`src/rtl/alu_share_arbiter.sv`:
```
// Two requesters share one combinational 32-bit ALU. Each requester has its own
// registered response slot. Arbitration is round-robin or fixed-priority.
`timescale 1ns/1ps
module alu_share_arbiter #(
  parameter int DATA_WIDTH = 32,
  parameter bit FIXED_PRIO = 1'b0
) (
  input  logic                  clk,
  input  logic                  rst,
  input  logic                  req0_valid,
  output logic                  req0_ready,
  input  logic [DATA_WIDTH-1:0] req0_a,
  input  logic [DATA_WIDTH-1:0] req0_b,
  input  logic [2:0]            req0_op,
  output logic                  rsp0_valid,
  input  logic                  rsp0_ready,
  output logic [DATA_WIDTH-1:0] rsp0_result,
  output logic [2:0]            rsp0_flags,
  input  logic                  req1_valid,
  output logic                  req1_ready,
  input  logic [DATA_WIDTH-1:0] req1_a,
  input  logic [DATA_WIDTH-1:0] req1_b,
  input  logic [2:0]            req1_op,
  output logic                  rsp1_valid,
  input  logic                  rsp1_ready,
  output logic [DATA_WIDTH-1:0] rsp1_result,
  output logic [2:0]            rsp1_flags
);

  // Returns {overflow, carry/borrow, zero, result}. When op[2] is set, the adder subtracts.
  function automatic logic [DATA_WIDTH+2:0] alu_eval(
    input logic [DATA_WIDTH-1:0] a,
    input logic [DATA_WIDTH-1:0] b,
    input logic [2:0]            op
  );
    logic                  sub;
    logic [DATA_WIDTH-1:0] b_eff;
    logic [DATA_WIDTH:0]   sum;
    logic                  ovf;
    logic                  cry;
    logic [DATA_WIDTH-1:0] res;
    sub   = op[2];
    b_eff = sub ? ~b : b;
    sum   = {1'b0, a} + {1'b0, b_eff} + {{DATA_WIDTH{1'b0}}, sub};
    ovf   = (a[DATA_WIDTH-1] == b_eff[DATA_WIDTH-1]) && (sum[DATA_WIDTH-1] != a[DATA_WIDTH-1]);
    cry   = sub ? ~sum[DATA_WIDTH] : sum[DATA_WIDTH];
    case (op)
      3'b000:  res = a & b;
      3'b001:  res = a | b;
      3'b010:  res = sum[DATA_WIDTH-1:0];
      3'b011:  res = {{(DATA_WIDTH-1){1'b0}}, (a < b)};
      3'b100:  res = a ^ b;
      3'b101:  res = ~(a | b);
      3'b110:  res = sum[DATA_WIDTH-1:0];
      3'b111:  res = {{(DATA_WIDTH-1){1'b0}}, (sum[DATA_WIDTH-1] ^ ovf)};
      default: res = {DATA_WIDTH{1'b0}};
    endcase
    return {ovf, cry, (res == {DATA_WIDTH{1'b0}}), res};
  endfunction

  logic                  rsp0_valid_r;
  logic [DATA_WIDTH-1:0] rsp0_result_r;
  logic [2:0]            rsp0_flags_r;
  logic                  rsp1_valid_r;
  logic [DATA_WIDTH-1:0] rsp1_result_r;
  logic [2:0]            rsp1_flags_r;
  logic                  rr_ptr_r;

  logic                  elig0_s;
  logic                  elig1_s;
  logic                  grant0_s;
  logic                  grant1_s;
  logic [DATA_WIDTH-1:0] alu_a_s;
  logic [DATA_WIDTH-1:0] alu_b_s;
  logic [2:0]            alu_op_s;
  logic [DATA_WIDTH+2:0] alu_out_s;

  // Eligibility and grant; a slot that drains this cycle can accept a new request.
  always_comb begin
    elig0_s  = req0_valid && (!rsp0_valid_r || rsp0_ready);
    elig1_s  = req1_valid && (!rsp1_valid_r || rsp1_ready);
    grant0_s = 1'b0;
    grant1_s = 1'b0;
    if (rst) begin
      grant0_s = 1'b0;
      grant1_s = 1'b0;
    end else if (elig0_s && elig1_s) begin
      if ((FIXED_PRIO == 1'b1) || (rr_ptr_r == 1'b0)) begin
        grant0_s = 1'b1;
      end else begin
        grant1_s = 1'b1;
      end
    end else begin
      grant0_s = elig0_s;
      grant1_s = elig1_s;
    end
  end

  // Shared ALU operand mux; idle cycles present zeros and AND.
  always_comb begin
    alu_a_s  = {DATA_WIDTH{1'b0}};
    alu_b_s  = {DATA_WIDTH{1'b0}};
    alu_op_s = 3'b000;
    if (grant0_s) begin
      alu_a_s  = req0_a;
      alu_b_s  = req0_b;
      alu_op_s = req0_op;
    end else if (grant1_s) begin
      alu_a_s  = req1_a;
      alu_b_s  = req1_b;
      alu_op_s = req1_op;
    end else begin
      alu_op_s = 3'b000;
    end
    alu_out_s = alu_eval(alu_a_s, alu_b_s, alu_op_s);
  end

  // Response slots and round-robin pointer; contention hands priority to the loser.
  always_ff @(posedge clk) begin
    if (rst) begin
      rsp0_valid_r  <= 1'b0;
      rsp0_result_r <= {DATA_WIDTH{1'b0}};
      rsp0_flags_r  <= 3'b000;
      rsp1_valid_r  <= 1'b0;
      rsp1_result_r <= {DATA_WIDTH{1'b0}};
      rsp1_flags_r  <= 3'b000;
      rr_ptr_r      <= 1'b0;
    end else begin
      if (grant0_s) begin
        rsp0_valid_r  <= 1'b1;
        rsp0_result_r <= alu_out_s[DATA_WIDTH-1:0];
        rsp0_flags_r  <= alu_out_s[DATA_WIDTH+2:DATA_WIDTH];
      end else if (rsp0_ready) begin
        rsp0_valid_r  <= 1'b0;
      end else begin
        rsp0_valid_r  <= rsp0_valid_r;
      end
      if (grant1_s) begin
        rsp1_valid_r  <= 1'b1;
        rsp1_result_r <= alu_out_s[DATA_WIDTH-1:0];
        rsp1_flags_r  <= alu_out_s[DATA_WIDTH+2:DATA_WIDTH];
      end else if (rsp1_ready) begin
        rsp1_valid_r  <= 1'b0;
      end else begin
        rsp1_valid_r  <= rsp1_valid_r;
      end
      if (elig0_s && elig1_s) begin
        rr_ptr_r <= grant0_s;
      end else begin
        rr_ptr_r <= rr_ptr_r;
      end
    end
  end

  assign req0_ready  = grant0_s;
  assign req1_ready  = grant1_s;
  assign rsp0_valid  = rsp0_valid_r;
  assign rsp0_result = rsp0_result_r;
  assign rsp0_flags  = rsp0_flags_r;
  assign rsp1_valid  = rsp1_valid_r;
  assign rsp1_result = rsp1_result_r;
  assign rsp1_flags  = rsp1_flags_r;

endmodule

```
`config.mk`:
```
export PLATFORM = sky130hd
export DESIGN_NAME = alu_share_arbiter
export DESIGN_NICKNAME = d
export VERILOG_FILES = /design/src/rtl/alu_share_arbiter.sv
export SDC_FILE = /design/constraint.sdc
export NUM_CORES = 1
export LEC_CHECK = 0
export ABC_AREA = 1
export BUFFER_PORTS_ARGS = -buffer_cell sky130_fd_sc_hd__buf_4
export CORE_MARGIN = 5
export CORE_UTILIZATION = 35
export CTS_BUF_LIST = sky130_fd_sc_hd__clkbuf_8
export CTS_CLUSTER_SIZE = 28
export DETAILED_ROUTE_END_ITERATION = 7
export MAX_ROUTING_LAYER = met4
export PLACE_DENSITY = 0.69
export SYNTH_ARGS = -nofsm -noshare
export SYNTH_HDL_FRONTEND = slang
export SYNTH_SLANG_ARGS = --single-unit
```
`constraint.sdc`:
```
create_clock -name clk -period 4.25 [get_ports clk]
set_clock_uncertainty 0.2 [all_clocks]
set_input_delay 0.425 -clock clk [delete_from_list [all_inputs] [get_ports clk]]
set_output_delay 0.425 -clock clk [all_outputs]
set_load 0.02 [all_outputs]
```
==> qor.yml <==
die_h_um: 171
cts_root_buf: "clkbuf_8"
synth_xor_area_share_pct: 3.01
clkLatencyLatePin_ns: 0.35
yosysTopAreaCellShare_pct: 17.2
crit_path_max_fanout: 15
dr.pass1.iters: 5
critPathArrivalTime_ns: 4.08
cap_viol_max_count: 0
hpwl_um: 28800
syn_inst: 1421
synth_compound_area_share_pct: 22.3
endpoint_kind: "register"
area_growth_pct: 34.7
cts_tree: "built"
grt.overflow.total: 0
globalplace.congestion: 0.993
rrSetupSlack_ns: 0.19
fill_cells: 2613
synth_top_family_by_area: "simple AND/OR/NAND/NOR gates"
dpl.cell_count: 2005
synth-seq-cells: 73
syn-num-nets: 1686
worst_slew_pin_slew_ns: 0.667
antenna_found_initial: 0
synth-simple-area-share_pct: 26.4
fin_util_pct: 48.0
drive_gt1_share_pct: 27.2
ys_top_cells_by_area: "ha_1, dfxtp_1, inv_1"
reg2reg_from: "rsp0_valid"
synth_top_area_cell: "ha_1"
period_share_pct: 95.4
synth_edf_count: 0
p_leak_nw: 6.34
portBuffers: 213
htreeDepth: 3
worstHoldPathCells: 4
cp.required_ns: 4.27
worstReg2RegEnd: "rsp1_flags[0]"
synth.yosys.seq_area_share_pct: 16.2
dr_total_vias: 10400
synthMuxAreaShare_pct: 0
worst_hold_slack_ns: 0.182
numCtsBuffers: 9
multi_input_area_um2: 6610
ctsHoldBuffers: 0
yosys.area_share.adder_pct: 17.4
stdcell_count: 2026
max_freq_mhz: 247
netlist_area_um2: 9030
synth_area_per_cell_um2: 6.36
ir_drop_v: 0.000270
ios: 214
rows: 58
first_global_vias: 9746
worstHoldStart: "rsp0_ready"
wl_per_cell_um: 17.2
crit_path_start_kind: "register"
nets: 1956
track_usage_pct: 23.2
critical_path_class: "register to register"
drt-initial-drc-count: 857
drc: 0
finalSetupViolations: 0
wirelength_um: 34900
rr_worst_depth: 23
hold_violations: 0
synth_warnings: 0
synthDistinctLibCells: 52
slew_headroom_pct: 55.0
synthArstFlopShare_pct: 0
die_area_um2: 29100
diodes: 0
min_period_ns: 4.06
regArea_um2: 1460
hp-class: "input pin to register"
cts.sinks: 73
grt_pass1_wl_um: 52300
ant_nets: 0
start_util_pct: 35.7
outcome: "completed"
cts.path.max_buffers: 2
min_to: "rsp0_valid"
drt-vias-per-instance: 5.14
slew_viol_final: 0
core_area_um2: 25300
grt_max_degree: 68
synth_ff_type: "dfxtp_1"
cts.clk_slew.worst_paths_ns: 0.08
die_x_um: 171
power_density_nw_per_um2: 244
-- stage by stage --
step / cell area, um2 / setup TNS [ns] / power (W) / worst slack (ns)
4_1_cts: 11800 / 0 / 0.00290 / 0.0110
3_3_place_gp: 11600 / -2.28 / 0.00238 / -0.587
2_1_floorplan: 9030 / 0 / 0.00173 / 0.182
6_report: 12200 / 0 / 0.00298 / 0.194
5_1_grt: 12200 / -0.00211 / 0.00318 / -0.00211
3_5_place_dp: 11600 / -1.75 / 0.00239 / -0.465
-- metal layers --
layer  vias up  global-route usage (%)  wire [um]
li1       5191                       -          -
met1      4808                    32.6      16400
met2       386                    36.6      15600
met3        37                    1.57       2340
met4         0                    5.38        573
met5         -                       -          0
-- power by group --
part	switching, W	internal (W)	leakage, nW	total (W)
combinational	0.00101	0.000673	5.65	0.00169
clock	0.000261	0.000245	0.0878	0.000507
sequential	0.0000379	0.000743	0.598	0.000781
total	0.00131	0.00166	6.34	0.00298
-- synthesized netlist by cell type (3+ instances only) --
| cell | instances |
|---|---|
| buf_1 | 12 |
| nand3b_1 | 9 |
| clkbuf_1 | 29 |
| xor2_1 | 31 |
| inv_2 | 7 |
| buf_6 | 5 |
| o21ai_2 | 3 |
| nand2_2 | 15 |
| nand3_1 | 106 |
| a31oi_1 | 5 |
| nand3_2 | 7 |
| o21ai_0 | 114 |
| or2_1 | 3 |
| or2_2 | 19 |
| dfxtp_1 | 73 |
| a21boi_0 | 3 |
| nor4_1 | 7 |
| nand4_1 | 9 |
| inv_1 | 271 |
| a21oi_1 | 111 |
| nor2_1 | 89 |
| nand2_4 | 5 |
| buf_2 | 10 |
| ha_1 | 124 |
| o22ai_1 | 63 |
| nor3_1 | 13 |
| nand2_1 | 213 |
| a211oi_1 | 25 |
| nor2_4 | 3 |
| o21a_1 | 5 |
-- layout by cell type, fill, tap and decap left out, types with 12 or more instances in the layout --
| master | Yosys | layout |
|---|---|---|
| nand2_2 | 15 | 20 |
| a211oi_1 | 25 | 23 |
| dfxtp_1 | 73 | 73 |
| o21ai_0 | 114 | 106 |
| o22ai_1 | 63 | 39 |
| o22ai_2 | 0 | 20 |
| nand2_1 | 213 | 208 |
| or2_2 | 19 | 19 |
| nor2_1 | 89 | 85 |
| xor2_1 | 31 | 27 |
| nor3_1 | 13 | 12 |
| buf_4 | 1 | 309 |
| nand3_1 | 106 | 106 |
| inv_1 | 271 | 271 |
| ha_1 | 124 | 119 |
| a21oi_1 | 111 | 104 |
-- critical path, cell delays in order, from the launching register on --
cell	delay (ns)
dfxtp_1	0.32
nand2_2	0.09
nand2_2	0.07
nor2_4	0.22
nand2_8	0.13
buf_4	0.22
o22ai_1	0.42
ha_1	0.38
a21oi_1	0.16
inv_1	0.08
a31oi_1	0.20
a21boi_1	0.27
o21ai_0	0.13
a21oi_1	0.22
buf_4	0.14
nand2_1	0.04
nand2_1	0.05
nand3_1	0.07
nand2_1	0.08
nand2_2	0.10
nand4_1	0.12
nor2_1	0.06
nand2_2	0.08
a21oi_2	0.05
-- area by class of cell --
type	instances	area share, %
multi-input cells	1012	54.3
repair buffers	315	20.0
flip-flops and latches	73	12.0
inverters	280	8.67
well taps	330	3.39
clock buffers	11	1.24
clock inverters	5	0.329
-- flip-flops by register name, indices dropped and copies added (netlist names) --
signal,count
rsp1_valid,1
rsp0_valid,1
rsp0_flags,3
rsp1_flags,3
rsp0_result,32
rsp1_result,32
rr_ptr_r,1
-- worst max-delay path by stage --
stage               start             to  slack (ns)  depth (start not counted)
3_5_place_dp   rsp0_ready  rsp1_flags[0]       -0.46                         23
3_3_place_gp   rsp0_ready  rsp1_flags[0]       -0.59                         23
4_1_cts        rsp0_valid  rsp1_flags[0]        0.01                         21
6_report       rsp0_valid  rsp1_flags[0]        0.19                         23
5_1_grt        rsp0_valid  rsp1_flags[0]      -0.002                         21
2_1_floorplan  rsp0_ready  rsp1_flags[0]        0.18                         26
-- repair_timing --
item,in CTS,in global routing
resized for setup,6,69
gates cloned,0,1
endpoints found under the setup margin,4,8
pin swaps,0,7
setup buffers,0,4
endpoints found under the hold margin,0,0
-- kinds of logic (layout without fill, tap and decap cells) --
logic type	Yosys count	count (layout)
and+or+nand+nor	506	507
xor gates and xnor gates	31	31
buffers and inverters	337	611
AOI/OAI and AO/OA	349	349
DFF	73	73
adders and majority gates	125	125
(Power assumes the default switching activity.)
